**config.mk**
```make
export PLATFORM = sky130hd
export DESIGN_NAME = regfile_wb_scheduler
export DESIGN_NICKNAME = d
export VERILOG_FILES = /design/src/rtl/regfile_wb_scheduler.sv
export SDC_FILE = /design/constraint.sdc
export NUM_CORES = 1
export LEC_CHECK = 0
export ABC_AREA = 1
export CORE_ASPECT_RATIO = 0.9
export CORE_UTILIZATION = 51
export DETAILED_ROUTE_END_ITERATION = 7
export PLACE_DENSITY = 0.92
export SYNTH_ARGS = -nofsm -noshare
export SYNTH_HDL_FRONTEND = slang
export SYNTH_SLANG_ARGS = --single-unit
```
**constraint.sdc**
```tcl
create_clock -name clk -period 8 [get_ports clk]
set_input_delay 1.6 -clock clk [delete_from_list [all_inputs] [get_ports clk]]
set_output_delay 1.6 -clock clk [all_outputs]
set_load 0.01 [all_outputs]
```
**src/rtl/regfile_wb_scheduler.sv**
```systemverilog
// regfile_wb_scheduler
//   Shares the register file's single write port between the ALU and LSU
//   writeback sources with round-robin arbitration, and tracks a per-register
//   busy scoreboard that stalls issue on RAW/WAW hazards.
// Ports
//   clk, rst_n                     clock, async active-low reset
//   iss_valid/wb/rd/rs1/rs2        decoder issue request
//   iss_stall                      combinational hazard stall
//   alu_valid/rd/data, alu_ready   ALU writeback handshake
//   lsu_valid/rd/data, lsu_ready   LSU writeback handshake
//   rf_w_en/rf_rd/rf_w_data        registered register-file write port
//   busy_cnt                       registered popcount of busy registers
//   wb_err                         sticky: writeback to a non-busy register
// Configuration
//   RF_WB_BYPASS_EN: a source being written this cycle does not stall; adds
//   fwd1_en/fwd2_en/fwd_data so execute can take the write data directly.
module regfile_wb_scheduler #(
  parameter int unsigned XLEN = 32,
  parameter int unsigned AW   = 5
) (
  input  logic            clk,
  input  logic            rst_n,
  input  logic            iss_valid,
  input  logic            iss_wb,
  input  logic [AW-1:0]   iss_rd,
  input  logic [AW-1:0]   iss_rs1,
  input  logic [AW-1:0]   iss_rs2,
  output logic            iss_stall,
  input  logic            alu_valid,
  input  logic [AW-1:0]   alu_rd,
  input  logic [XLEN-1:0] alu_data,
  output logic            alu_ready,
  input  logic            lsu_valid,
  input  logic [AW-1:0]   lsu_rd,
  input  logic [XLEN-1:0] lsu_data,
  output logic            lsu_ready,
  output logic            rf_w_en,
  output logic [AW-1:0]   rf_rd,
  output logic [XLEN-1:0] rf_w_data,
  output logic [AW:0]     busy_cnt,
  output logic            wb_err
`ifdef RF_WB_BYPASS_EN
  ,
  output logic            fwd1_en,
  output logic            fwd2_en,
  output logic [XLEN-1:0] fwd_data
`endif
);

  localparam int unsigned NREG = 2 ** AW;
  localparam int unsigned CW   = AW + 1;

  typedef enum logic {
    GNT_ALU = 1'b0,
    GNT_LSU = 1'b1
  } grant_e;

  grant_e            last_q, last_d;
  logic [NREG-1:0]   busy_q, busy_d;
  logic [CW-1:0]     cnt_q, cnt_d;
  logic              rf_w_en_q, rf_w_en_d;
  logic [AW-1:0]     rf_rd_q, rf_rd_d;
  logic [XLEN-1:0]   rf_w_data_q, rf_w_data_d;
  logic              wb_err_q, wb_err_d;

  logic              grant_alu, grant_lsu, xfer;
  logic [AW-1:0]     xfer_rd;
  logic [XLEN-1:0]   xfer_data;
  logic              hz1, hz2, hz_rd, iss_accept;

  // Source hazards; with bypass, a register written this cycle is forwarded
`ifdef RF_WB_BYPASS_EN
  logic hit1, hit2;
  assign hit1     = rf_w_en_q & (rf_rd_q == iss_rs1);
  assign hit2     = rf_w_en_q & (rf_rd_q == iss_rs2);
  assign hz1      = busy_q[iss_rs1] & ~hit1;
  assign hz2      = busy_q[iss_rs2] & ~hit2;
  assign fwd1_en  = hit1;
  assign fwd2_en  = hit2;
  assign fwd_data = rf_w_data_q;
`else
  assign hz1 = busy_q[iss_rs1];
  assign hz2 = busy_q[iss_rs2];
`endif

  assign hz_rd      = iss_wb & busy_q[iss_rd];
  assign iss_stall  = iss_valid & (hz1 | hz2 | hz_rd);
  assign iss_accept = iss_valid & ~iss_stall;

  // Round-robin: on a tie the source not granted last time wins
  assign grant_alu = alu_valid & (~lsu_valid | (last_q == GNT_LSU));
  assign grant_lsu = lsu_valid & ~grant_alu;
  assign alu_ready = grant_alu;
  assign lsu_ready = grant_lsu;
  assign xfer      = grant_alu | grant_lsu;
  assign xfer_rd   = grant_alu ? alu_rd   : lsu_rd;
  assign xfer_data = grant_alu ? alu_data : lsu_data;

  // State register
  always_ff @(posedge clk or negedge rst_n) begin
    if (!rst_n) begin
      last_q      <= GNT_LSU;
      busy_q      <= '0;
      cnt_q       <= '0;
      rf_w_en_q   <= 1'b0;
      rf_rd_q     <= '0;
      rf_w_data_q <= '0;
      wb_err_q    <= 1'b0;
    end else begin
      last_q      <= last_d;
      busy_q      <= busy_d;
      cnt_q       <= cnt_d;
      rf_w_en_q   <= rf_w_en_d;
      rf_rd_q     <= rf_rd_d;
      rf_w_data_q <= rf_w_data_d;
      wb_err_q    <= wb_err_d;
    end
  end

  // Next state: write stage, scoreboard update, error and count
  always_comb begin
    last_d      = last_q;
    busy_d      = busy_q;
    rf_w_en_d   = 1'b0;
    rf_rd_d     = rf_rd_q;
    rf_w_data_d = rf_w_data_q;
    wb_err_d    = wb_err_q;
    cnt_d       = '0;

    if (xfer) begin
      last_d = grant_alu ? GNT_ALU : GNT_LSU;
    end

    // rd==0 transfers complete the handshake but never reach the regfile
    if (xfer && (xfer_rd != '0)) begin
      rf_w_en_d   = 1'b1;
      rf_rd_d     = xfer_rd;
      rf_w_data_d = xfer_data;
      if (!busy_q[xfer_rd]) begin
        wb_err_d = 1'b1;
      end
    end

    // Clear first so a same-edge set of the same index wins
    if (rf_w_en_q) begin
      busy_d[rf_rd_q] = 1'b0;
    end
    if (iss_accept && iss_wb && (iss_rd != '0)) begin
      busy_d[iss_rd] = 1'b1;
    end
    busy_d[0] = 1'b0;

    for (int i = 0; i < NREG; i++) begin
      cnt_d = cnt_d + CW'(busy_d[i]);
    end
  end

  assign rf_w_en   = rf_w_en_q;
  assign rf_rd     = rf_rd_q;
  assign rf_w_data = rf_w_data_q;
  assign busy_cnt  = cnt_q;
  assign wb_err    = wb_err_q;

endmodule

```
==> results of run 1 <==
-- area by class of cell --
| class | count | area, um2 |
|---|---|---|
| Inverter | 105 | 394 |
| Timing Repair Buffer | 172 | 1680 |
| Sequential cell | 77 | 1930 |
| Clock inverter | 5 | 58.8 |
| Clock buffer | 11 | 243 |
| Multi-Input combinational cell | 615 | 3240 |
| Fill cell | 875 | 3210 |
| Tap cell | 152 | 190 |
-- layer usage --
layer | part of all wire | wire length (um)
met5 | 0 | 0
met2 | 0.45 | 8740
met4 | 0.063 | 1210
met1 | 0.38 | 7310
met3 | 0.11 | 2080
-- power groups by stage --
stage                     Clock [mW]  Sequential [mW]  Combinational (mW)
after floorplan                    0            0.566                1.05
after global placement             0            0.574                1.43
after detailed placement           0            0.577                1.57
after CTS                      0.421            0.572                1.60
after global routing           0.438            0.584                1.77
final                          0.423            0.578                1.61
-- placed cells by master, fill, tap and decap left out, types with 2 or more instances in the layout --
cell type | synthesis | layout
nand2_1 | 229 | 229
clkdlybuf4s50_1 | 0 | 141
nor2_1 | 114 | 114
inv_1 | 99 | 99
nand3_1 | 86 | 86
dfrtp_1 | 76 | 76
o31ai_1 | 32 | 32
o21ai_0 | 30 | 30
buf_4 | 8 | 28
fa_1 | 23 | 23
a21oi_1 | 22 | 22
nor3_1 | 20 | 20
o21bai_1 | 19 | 19
o21ai_1 | 13 | 12
clkbuf_16 | 0 | 9
ha_1 | 7 | 7
inv_2 | 6 | 6
o211ai_1 | 6 | 6
buf_12 | 0 | 3
nor2_2 | 2 | 2
nand2_2 | 2 | 2
a31oi_1 | 2 | 2
o21ai_2 | 1 | 2
xor2_1 | 2 | 2
clkinvlp_4 | 0 | 2
-- worst max-delay path: cells and delay by family --
kind	cells	cell delay, ps
adder cells (fa/ha/maj)	8	3850
buffers and inverters	5	970
XOR/XNOR	1	120
AO/OA/AOI/OAI	2	290
AND/OR/NAND/NOR	9	1090
-- worst max path at each step --
| stage | from | to | slack, ps | cells after the start |
|---|---|---|---|---|
| after floorplan | iss_rs2[0] | busy_cnt[4] | 890 | 28 |
| after global placement | iss_rs1[0] | busy_cnt[4] | 200 | 27 |
| after detailed placement | iss_rd[0] | busy_cnt[4] | 60 | 28 |
| after CTS | iss_rd[0] | busy_cnt[4] | 370 | 27 |
| after global routing | iss_rs2[0] | busy_cnt[4] | -20 | 26 |
| final | iss_rd[4] | busy_cnt[4] | 300 | 25 |
-- logic make-up after synthesis --
logic type | count (synthesis) | share of synthesized area
flops | 77 | 0.333
simple gates | 455 | 0.323
compound gates | 127 | 0.137
buf+inv | 141 | 0.107
fa+ha+maj | 30 | 0.0947
xor+xnor | 3 | 0.00454
-- stage by stage --
step / total power, mW / setup TNS (ps) / instance area (um2) / util
final: 2.61 / 0 / 7730 / 0.707
after global routing: 2.80 / -22.1 / 7730 / 0.707
after CTS: 2.60 / 0 / 7730 / 0.706
after detailed placement: 2.15 / 0 / 7430 / 0.679
after global placement: 2.01 / 0 / 7430 / 0.679
after floorplan: 1.62 / 0 / 5780 / -
-- synth_stat cells (all sizes together) --
library cell  number
a21oi             23
a31oi              2
buf               29
clkbuf             7
dfrtp             76
dfstp              1
fa                23
ha                 7
inv              105
nand2            231
nand3             86
nand4              1
nor2             116
nor3              20
o211ai             6
o21a               1
o21ai             44
o21bai            19
o31ai             32
or2                1
xnor2              1
xor2               2
-- flip-flops by register name, indices dropped and copies added (netlist names) --
name and cells:
wb_err 1, rf_rd 5, busy_cnt 6, last_q 1
busy_q 31, rf_w_en 1, rf_w_data 32
==> results.py, run 1 <==
metrics = {
    "floorplan": {
        "fp-row-count": 36,
        "io_pins": 143,
        "core_area_um2": 10900,
        "initial_core_util": 0.528,
        "dieArea_um2": 11800,
        "die_w_um": 114,
        "fp.dieH_um": 103,
    },
    "logic_synthesis": {
        "postSynthAreaPerCell_um2": 6.94,
        "synth_top_area_frac": 0.329,
        "synth_area_um2": 5780,
        "ys_top_cells_by_area": "dfrtp_1, nand2_1, fa_1",
        "yosysSeqAreaShare": 0.333,
        "synth-seq-cells": 77,
        "syn_inst": 833,
        "synthesis.nets": 958,
        "yosys.area.top_type": "dfrtp_1",
        "synthDistinctLibCells": 31,
        "yosysWarnings": 0,
    },
    "setup_path": {
        "path_class": "input port to flop",
        "r2r_setup_slack_ps": 1680,
        "critPathLaunchType": "input port",
        "required_ps": 8260,
        "r2r-start": "busy_q[14]",
        "cpMostUsedCell": "fa_1",
        "rr_worst_depth": 26,
        "cp.arrival_ps": 7960,
        "crit_path_top_delay_cell": "fa_1",
        "worstSetupEndpointType": "flop",
        "r2r-end": "busy_cnt[4]",
        "critPathMaxStageDelay_ps": 570,
        "cp_max_fo": 26,
    },
    "place": {
        "place_hpwl_mm": 14.6,
        "globalplace.congestion": 1.08,
        "pre_cts_ws_ps": 59.7,
        "place_inst": 1121,
        "port_buffers": 142,
    },
    "sta": {
        "max_freq_ghz": 0.130,
        "fin_crit_sh": 0.962,
        "slew_headroom": 0.307,
        "holdWs_ps": 477,
        "setup_slack_ps": 303,
        "slew_violations": 0,
        "skew_ps": 8.82,
        "worst_pin_slew_ps": 1030,
        "setup_viol": 0,
        "finalHoldViolations": 0,
        "min_period_ps": 7700,
    },
    "clock_tree": {
        "htree_levels": 3,
        "cts_inserted_buffers": 9,
        "cts.sinks": 77,
        "postCtsHoldBufs": 0,
        "cts_tree": "done",
        "post_cts_buffers": 0,
        "clock_latency_ps": 340,
        "cts.clk_slew.worst_paths_ps": 70,
        "root_buffer": "clkbuf_16",
        "ctsResizeCount": 0,
        "max-clock-path-buffers": 2,
    },
    "finish": {
        "layout-drive-gt1-share": 0.0629,
        "fin_nets": 1105,
        "fin_cells": 1137,
        "antenna-diode-count": 0,
        "syn2layout_area_growth_pct": 33.7,
    },
    "pwr": {
        "switching_share": 0.458,
        "seqPwrFrac": 0.221,
        "p_leak_nw": 3.57,
        "internal-power_mw": 1.42,
        "combPwrFrac": 0.617,
        "ir_drop_mv": 0.370,
        "p_clk_frac": 0.162,
        "switchingPower_mw": 1.20,
        "power_per_cell_area_nw_per_um2": 338,
    },
    "grt": {
        "track_usage": 0.347,
        "gr-total-overflow": 0,
        "use_met1": 0.437,
        "met3_usage": 0.0641,
        "grt_max_degree": 78,
        "met2_usage": 0.556,
        "gr-max-usage-layer": "met2",
        "antenna_found_initial": 0,
        "grt_pass1_vias": 6276,
        "grt_pass1_wl_mm": 31.0,
    },
    "detailed_routing": {
        "avgRoutedWirePerCell_um": 17.0,
        "viasPerCell": 5.73,
        "ant_nets": 0,
        "wirelength_mm": 19.3,
        "drtIter0Drc": 906,
        "route.detailed.drc": 0,
        "firstDrtPassIters": 7,
        "dr_total_vias": 6519,
    },
    "job": {
        "drv_cap": 0,
    },
    "min_path": {
        "worstHoldPathCells": 2,
        "holdPathEnd": "rf_w_data[4]",
        "hold_path.startpoint": "rf_w_data[4]",
        "hp-class": "flop to flop",
    },
    "status": {
        "status": "completed",
    },
}
No activity file was read; power rests on OpenSTA's default activity.
==> inputs of run 2 (changes only) <==
Settings changed: ABC_CLOCK_PERIOD_IN_PS set to 8000.
==> results of run 2 <==
Same layout as run 1: the final DEF is identical, and so are final timing and power.
==> inputs of run 3 (changes only) <==
Settings changed: ABC_CLOCK_PERIOD_IN_PS 8000 to 6400, CORE_UTILIZATION 51 to 46, PLACE_DENSITY 0.92 to 0.88.
Clock period 8 ns to 6.4 ns, I/O delays scaled along.
==> results.py, run 3 (same netlist as run 1, synthesis figures left out) <==
metrics = {
    "status": {
        "status": "finished with violations",
        "violations": "DRC, setup timing",
    },
    "floorplan": {
        "initial_core_util": 0.475,
        "fp-row-count": 38,
        "dieArea_um2": 13000,
        "fp.dieH_um": 108,
        "io_pins": 143,
        "die_w_um": 120,
        "core_area_um2": 12200,
    },
    "sta": {
        "min_period_ps": 6890,
        "slew_headroom": 0.220,
        "finalHoldViolations": 0,
        "fin_crit_sh": 1.08,
        "skew_ps": 10.0,
        "setup_viol": 5,
        "grt_setup_unrepaired": "true",
        "slew_violations": 0,
        "setup_slack_ps": -489,
        "worst_pin_slew_ps": 1170,
        "max_freq_ghz": 0.145,
    },
    "clock_tree": {
        "max-clock-path-buffers": 2,
        "cts_tree": "done",
        "cts.clk_slew.worst_paths_ps": 60,
        "cts_inserted_buffers": 9,
        "cts.sinks": 77,
        "postCtsHoldBufs": 0,
        "root_buffer": "clkbuf_16",
        "clock_latency_ps": 350,
        "htree_levels": 3,
    },
    "pwr": {
        "p_leak_nw": 3.90,
        "seqPwrFrac": 0.177,
        "switching_share": 0.435,
        "combPwrFrac": 0.686,
        "switchingPower_mw": 1.81,
        "power_per_cell_area_nw_per_um2": 488,
        "ir_drop_mv": 0.752,
        "p_clk_frac": 0.137,
        "internal-power_mw": 2.34,
    },
    "min_path": {
        "worstHoldPathCells": 2,
        "hold_path.startpoint": "rf_w_data[27]",
        "hp-class": "flop to flop",
        "holdPathEnd": "rf_w_data[27]",
    },
    "grt": {
        "grt_max_degree": 78,
        "gr-total-overflow": 0,
        "track_usage": 0.338,
        "antenna_found_initial": 0,
        "grt_pass1_wl_mm": 33.9,
        "grt_pass1_vias": 6714,
    },
    "place": {
        "place_hpwl_mm": 14.9,
        "port_buffers": 142,
        "place_inst": 1159,
        "globalplace.congestion": 1.05,
    },
    "detailed_routing": {
        "firstDrtPassIters": 8,
        "viasPerCell": 5.69,
        "avgRoutedWirePerCell_um": 17.9,
        "drtIter0Drc": 914,
        "wirelength_mm": 21.4,
        "route.detailed.drc": 9,
        "ant_nets": 0,
        "dr_total_vias": 6820,
    },
    "setup_path": {
        "path_class": "input port to flop",
        "cp_max_fo": 8,
        "r2r_setup_slack_ps": 170,
        "critPathLaunchType": "input port",
        "rr_worst_depth": 27,
        "r2r-end": "busy_cnt[4]",
        "required_ps": 6660,
        "worstSetupEndpointType": "flop",
        "cp.arrival_ps": 7150,
        "r2r-start": "busy_q[6]",
    },
    "finish": {
        "antenna-diode-count": 0,
        "largest_reg_flops": 32,
        "fin_cells": 1198,
        "utilization": 0.698,
        "final_common_cell": "nand2_1",
        "layout_common_cells": "nand2_1, clkdlybuf4s50_1, nor2_1",
        "syn2layout_area_growth_pct": 46.9,
        "layout-drive-gt1-share": 0.177,
        "fin_nets": 1158,
    },
    "job": {
        "drv_cap": 0,
    },
}
run 3: area by class of cell:
type	instances	area [um2]
timing repair buffer	224	2130
inverter	105	409
timing repair inverter	1	11.3
tap	160	200
clock buffer	11	243
clock inverter	5	82.6
multi-input combinational	615	3500
fill	936	3670
sequential	77	1930
run 3: worst max path at each step:
stage,startpoint,end,slack (ps),cells past startpoint
global placement,iss_rs2[0],busy_cnt[4],-930,26
detailed placement,iss_rs2[0],busy_cnt[4],-1030,26
floorplan,iss_rd[0],busy_cnt[4],-210,29
global route,iss_rd[0],busy_cnt[4],-690,30
CTS,iss_rd[0],busy_cnt[4],-280,29
finish,iss_rd[4],busy_cnt[4],-490,26
run 3: power groups by stage:
| stage | combinational [mW] | sequential, mW | clock, mW |
|---|---|---|---|
| 2_1_floorplan | 1.34 | 0.707 | 0 |
| 3_5_place_dp | 2.12 | 0.727 | 0 |
| 4_1_cts | 2.79 | 0.720 | 0.565 |
| 3_3_place_gp | 1.98 | 0.726 | 0 |
| 6_report | 2.85 | 0.735 | 0.569 |
| 5_1_grt | 3.15 | 0.740 | 0.592 |
run 3: per-stage QoR:
stage / power [mW] / worst slack (ps) / cell area [um2] / hold slack (ps) / setup TNS (ps)
2_1_floorplan: 2.05 / -210 / 5840 / 497 / -241
3_3_place_gp: 2.70 / -930 / 7680 / 465 / -4300
3_5_place_dp: 2.84 / -1030 / 7680 / 468 / -4980
4_1_cts: 4.07 / -281 / 8380 / 482 / -769
5_1_grt: 4.49 / -688 / 8500 / 512 / -2680
6_report: 4.15 / -489 / 8500 / 477 / -1730
run 3: critical path, cell delays in order:
cell and delay, ps:
clkdlybuf4s15_2 210, buf_4 170, nor3_4 230, nand2_1 90, nand2_1 80, nor2_1 40, nand2_1 80, nand2_2 80
nand4_4 100, buf_12 150, buf_8 140, o21ai_4 80, fa_1 580, inv_2 40, fa_1 480, fa_1 520
inv_2 50, fa_2 530, fa_1 440, fa_1 530, fa_2 400, fa_2 420, a21oi_2 130, nor2_1 50
nor2_1 120, xnor2_1 120
run 3: metal layers:
layer,global-route usage,routed length [um],up-vias
met3,0.0833,2290,115
met1,0.417,7960,3155
li1,-,-,3071
met5,0,0,-
met4,0.180,1120,0
met2,0.548,10100,479
run 3: what timing repair did:
action / in CTS / in global routing
cloned: 3 / 0
pin swaps: 18 / 28
setup endpoints to repair: 6 / 5
buffers inserted: 15 / 7
gates resized for setup: 109 / 32
